## src/rtl/ps2_keycode_receiver.sv

```systemverilog
// rtl/ps2_keycode_receiver.sv - PS/2 device-to-host frame receiver with E0/F0 prefix tracking
module ps2_keycode_receiver #(
    parameter int FILTER_LEN     = 8,
    parameter int TIMEOUT_CYCLES = 20000
) (
    input  logic       Clock,
    input  logic       btnCpuReset,
    input  logic       KClock,
    input  logic       KData,
    output logic [7:0] KeyCode,
    output logic       Flag,
    output logic       Released,
    output logic       Extended,
    output logic       ParityErr
);

    localparam int FW = $clog2(FILTER_LEN + 1);
    localparam int TW = $clog2(TIMEOUT_CYCLES + 1);

    typedef enum logic [1:0] {IDLE, DATA, PARITY, STOP} state_t;

    logic [1:0]    clkSync;
    logic [1:0]    dataSync;
    logic          clkFilt;
    logic [FW-1:0] filtCnt;
    logic          fe;
    logic          kdat;

    state_t        state;
    logic [2:0]    bitCnt;
    logic [7:0]    shiftReg;
    logic          parityBit;
    logic [TW-1:0] timeoutCnt;
    logic          extLatch;
    logic          brkLatch;
    logic          frameOk;

    assign kdat    = dataSync[1];
    assign frameOk = kdat && ((^shiftReg) ^ parityBit);

    // Lines idle high, so the synchronizers reset to 1 to avoid a false edge
    always_ff @(posedge Clock or posedge btnCpuReset) begin
        if (btnCpuReset) begin
            clkSync  <= 2'b11;
            dataSync <= 2'b11;
        end else begin
            clkSync  <= {clkSync[0], KClock};
            dataSync <= {dataSync[0], KData};
        end
    end

    // Filtered clock flips only after FILTER_LEN consecutive differing samples
    always_ff @(posedge Clock or posedge btnCpuReset) begin
        if (btnCpuReset) begin
            clkFilt <= 1'b1;
            filtCnt <= '0;
            fe      <= 1'b0;
        end else begin
            fe <= 1'b0;
            if (clkSync[1] != clkFilt) begin
                if (filtCnt == FW'(FILTER_LEN - 1)) begin
                    clkFilt <= clkSync[1];
                    filtCnt <= '0;
                    fe      <= clkFilt;
                end else begin
                    filtCnt <= filtCnt + 1'b1;
                end
            end else begin
                filtCnt <= '0;
            end
        end
    end

    always_ff @(posedge Clock or posedge btnCpuReset) begin
        if (btnCpuReset) begin
            state      <= IDLE;
            bitCnt     <= '0;
            shiftReg   <= '0;
            parityBit  <= 1'b0;
            timeoutCnt <= '0;
            extLatch   <= 1'b0;
            brkLatch   <= 1'b0;
            KeyCode    <= '0;
            Flag       <= 1'b0;
            Released   <= 1'b0;
            Extended   <= 1'b0;
            ParityErr  <= 1'b0;
        end else begin
            Flag      <= 1'b0;
            ParityErr <= 1'b0;
            if (fe) begin
                timeoutCnt <= '0;
                case (state)
                    IDLE: begin
                        if (!kdat) begin
                            state  <= DATA;
                            bitCnt <= '0;
                        end else begin
                            ParityErr <= 1'b1;
                        end
                    end
                    DATA: begin
                        shiftReg <= {kdat, shiftReg[7:1]};
                        if (bitCnt == 3'd7) begin
                            state  <= PARITY;
                            bitCnt <= '0;
                        end else begin
                            bitCnt <= bitCnt + 1'b1;
                        end
                    end
                    PARITY: begin
                        parityBit <= kdat;
                        state     <= STOP;
                    end
                    STOP: begin
                        state <= IDLE;
                        if (!frameOk) begin
                            ParityErr <= 1'b1;
                            extLatch  <= 1'b0;
                            brkLatch  <= 1'b0;
                        end else if (shiftReg == 8'hE0) begin
                            extLatch <= 1'b1;
                        end else if (shiftReg == 8'hF0) begin
                            brkLatch <= 1'b1;
                        end else begin
                            KeyCode  <= shiftReg;
                            Released <= brkLatch;
                            Extended <= extLatch;
                            Flag     <= 1'b1;
                            extLatch <= 1'b0;
                            brkLatch <= 1'b0;
                        end
                    end
                    default: state <= IDLE;
                endcase
            end else if (state != IDLE) begin
                // A stalled keyboard must not leave half a frame or stale prefixes behind
                if (timeoutCnt == TW'(TIMEOUT_CYCLES)) begin
                    state      <= IDLE;
                    bitCnt     <= '0;
                    timeoutCnt <= '0;
                    extLatch   <= 1'b0;
                    brkLatch   <= 1'b0;
                end else begin
                    timeoutCnt <= timeoutCnt + 1'b1;
                end
            end
        end
    end

endmodule

```

## config.mk

```make
export PLATFORM = sky130hd
export DESIGN_NAME = ps2_keycode_receiver
export DESIGN_NICKNAME = d
export VERILOG_FILES = /design/src/rtl/ps2_keycode_receiver.sv
export SDC_FILE = /design/constraint.sdc
export NUM_CORES = 1
export LEC_CHECK = 0
export ABC_AREA = 1
export BUFFER_PORTS_ARGS = -buffer_cell sky130_fd_sc_hd__buf_4
export CAP_MARGIN = 40
export CELL_PAD_IN_SITES_DETAIL_PLACEMENT = 1
export CELL_PAD_IN_SITES_GLOBAL_PLACEMENT = 1
export CORE_MARGIN = 1.5
export CORE_UTILIZATION = 45
export DETAILED_ROUTE_END_ITERATION = 12
export PLACE_DENSITY_LB_ADDON = 0.1
export SKIP_CTS_REPAIR_TIMING = 1
export SLEW_MARGIN = 20
export SYNTH_ARGS = -nofsm -noshare
export SYNTH_HDL_FRONTEND = slang
export SYNTH_SLANG_ARGS = --single-unit
```

## constraint.sdc

```tcl
create_clock -name Clock -period 4.4 [get_ports Clock]
set_clock_uncertainty 0.05 [all_clocks]
set_input_delay 0.88 -clock Clock [delete_from_list [all_inputs] [get_ports Clock]]
set_output_delay 0.88 -clock Clock [all_outputs]
set_load 0.01 [all_outputs]
```

==> impl_metrics.json <==
{
  "initial_core_util": 0.476,
  "cpPeakStageDelay_ns": 0.39,
  "ys_warn_count": 0,
  "synthTopCellsByArea": "dfrtp_1 (45%), nand2_1 (11%), ha_1 (6.6%)",
  "fmax_ghz": 0.482,
  "crit_buf_inv": 2,
  "drt-wirelength-per-cell_um": 14.3,
  "pre_cts_slack_ns": 2.33,
  "antenna_found_initial": 0,
  "yosysMostFrequentCell": "nand2_1",
  "root_buffer": "clkbuf_8",
  "path_max_fanout": 19,
  "rr_worst_depth": 10,
  "die_w_um": 80.0,
  "synthCells": 309,
  "ys_async_sr_fraction": 1.00,
  "critPathKind": "flop to flop",
  "cts_tree": "yes",
  "final.setup.worst_slack_ns": 2.33,
  "min_period_over_period": 0.471,
  "drc_errors": 0,
  "grt_pass1_wl_um": 10400,
  "cts_made_buffers": 5,
  "grt_start_max_net_pins": 32,
  "crit_arrival_ns": 2.24,
  "path_cells": "inv_1 -> ha_1 -> xor2_1 -> nand3_1 -> nand3_2 -> nor2_4 -> nand2_4 -> inv_1 -> nand2_1 -> nand2_1",
  "hold_ws_ns": 0.307,
  "dp_hpwl_um": 4300,
  "num_vias": 2044,
  "hold_end": "clkSync[1]$_DFF_PP1_",
  "wirelength_um": 5740,
  "hp-class": "flop to flop",
  "powerDensity_nw_per_um2": 309,
  "fin_setup_tns_ns": 0,
  "critPathCaptureType": "flop",
  "hold_viol": 0,
  "clk_latency_ns": 0.31,
  "grt.total_usage": 0.209,
  "synth_top_cell_area_share": 0.450,
  "hp-start": "clkSync[0]$_DFF_PP1_",
  "drtAntennaViolNets": 0,
  "dpl.cell_count": 393,
  "synth-edff-count": 0,
  "fillers": 675,
  "synth.cell_area_sq_um": 2670,
  "place_congestion": 0.754,
  "areaGrowthSynthToFinish_pct": 11.2,
  "drtPass1Iterations": 4,
  "cp.required_ns": 4.56,
  "final_cell_count_no_fill": 401,
  "nNetsFinal": 346,
  "grt_overflow": 0,
  "holdPathStages": 0,
  "cts.path.max_buffers": 2,
  "rows": 27,
  "worst_slew_pin_slew_ns": 0.561,
  "die_h_um": 80.0,
  "drv_cap": 0,
  "clk_pin_slew_ns": 0.09,
  "worstReg2RegStart": "shiftReg[4]$_DFFE_PP0P_",
  "die_area_sq_um": 6400,
  "peakVddDrop_v": 0.000187,
  "slew_viol_final": 0,
  "h-tree-depth": 2,
  "antennaDiodeCount": 0,
  "layout-drive-gt1-share": 0.143,
  "final-setup-viol-count": 0,
  "status": "finished, final reports clean",
  "synth_cell_types": 34,
  "yosys.area.top_type": "dfrtp_1",
  "synth.top_cells.by_count": "nand2_1 (76), dfrtp_1 (48), inv_1 (36)",
  "regToRegSetupSlack_ns": 2.33,
  "cts_sinks": 53,
  "num_io_pins": 16,
  "total_power_uw": 917,
  "avgSynthCellArea_sq_um": 8.64,
  "slew_headroom": 0.625,
  "drtIter0Drc": 71,
  "numPortBuffers": 15,
  "rsz0062_at_grt": "no",
  "first_global_vias": 2215,
  "synthFlopType": "dfrtp_1",
  "synthesis.nets": 327,
  "slowest_stage": "dfrtp_1",
  "fp.coreArea_sq_um": 5610,
  "ys_ff_latch": 53,
  "p_leak_uw": 0.00143,
  "setup.worst_path.start_class": "flop",
  "yosysSeqAreaShare": 0.499,
  "cp-startpoint": "shiftReg[4]$_DFFE_PP0P_",
  "path_delay_family": "simple AND/OR/NAND/NOR gates",
  "fin_crit_ns": 2.07,
  "reg2reg_to": "Released$_DFFE_PP0P_",
  "vias_per_cell": 5.10
}
-- state kept, by name (all words and copies together) (netlist names) --
register and cells:
filtCnt 4, timeoutCnt 15, fe 1, KeyCode 8, parityBit 1, Released 1
state 2, bitCnt 3, Extended 1, Flag 1, extLatch 1, brkLatch 1
ParityErr 1, dataSync 2, clkSync 2, clkFilt 1, shiftReg 8
-- worst register-to-register path: stages, from the launching register on --
cell and delay (ns):
dfrtp_1 0.39, inv_1 0.10, ha_1 0.33, xor2_1 0.24, nand3_1 0.22, nand3_2 0.16
nor2_4 0.05, nand2_4 0.21, inv_1 0.12, nand2_1 0.07, nand2_1 0.04
-- cell usage in the layout (no fill, tap or decap), types with 5 or more instances in the layout --
cell type,Yosys,routed
clkbuf_8,0,6
nand3_1,20,20
buf_4,1,16
nand2_1,76,76
o21ai_0,18,18
ha_1,14,14
dfstp_2,5,5
nor2_1,32,32
a21oi_1,7,7
nand4_1,7,7
dfrtp_1,48,48
o21ai_2,8,8
inv_1,36,35
-- stage by stage --
step / util / instance area, sq um
after floorplan: - / 2670
after global placement: 0.509 / 2850
after detailed placement: 0.509 / 2850
after CTS: 0.529 / 2970
after global routing: 0.529 / 2970
final: 0.529 / 2970
-- cells by family after synthesis --
logic type | Yosys count | share of synthesized area
and+or+nand+nor | 152 | 0.253
DFF | 53 | 0.499
AOI/OAI and AO/OA | 41 | 0.0928
buffers and inverters | 41 | 0.0633
adders and majority gates | 14 | 0.0656
xor gates and xnor gates | 8 | 0.0262
-- layer usage --
metal / wire (um) / vias to the layer above / GRT usage
li1: - / 1029 / -
met1: 2880 / 992 / 0.281
met2: 2660 / 17 / 0.344
met3: 122 / 6 / 0.0411
met4: 68 / 0 / 0.0569
met5: 0 / - / 0
-- power breakdown --
| group | internal (uW) | switching [uW] | total, uW |
|---|---|---|---|
| combinational | 19.4 | 30.3 | 49.7 |
| sequential | 508 | 13.9 | 522 |
| clock | 186 | 160 | 346 |
-- how the worst max path moves through the flow --
stage,slack (ns),depth (start not counted),end
finish,2.33,10,Released$_DFFE_PP0P_
global route,2.12,10,Released$_DFFE_PP0P_
CTS,2.31,10,Released$_DFFE_PP0P_
detailed placement,2.33,10,Released$_DFFE_PP0P_
global placement,2.50,10,Extended$_DFFE_PP0P_
floorplan,2.19,1,Extended$_DFFE_PP0P_
-- area by class of cell --
type                            instances  area (sq um)  area share
Sequential cell                        53          1330       0.449
Clock buffer                            7          86.3      0.0291
Timing Repair Buffer                   16           120      0.0405
Clock inverter                          1          30.0      0.0101
Tap cell                               72          90.1      0.0303
Inverter                               37           141      0.0476
Multi-Input combinational cell        215          1170       0.394
(Power assumes the default switching activity.)
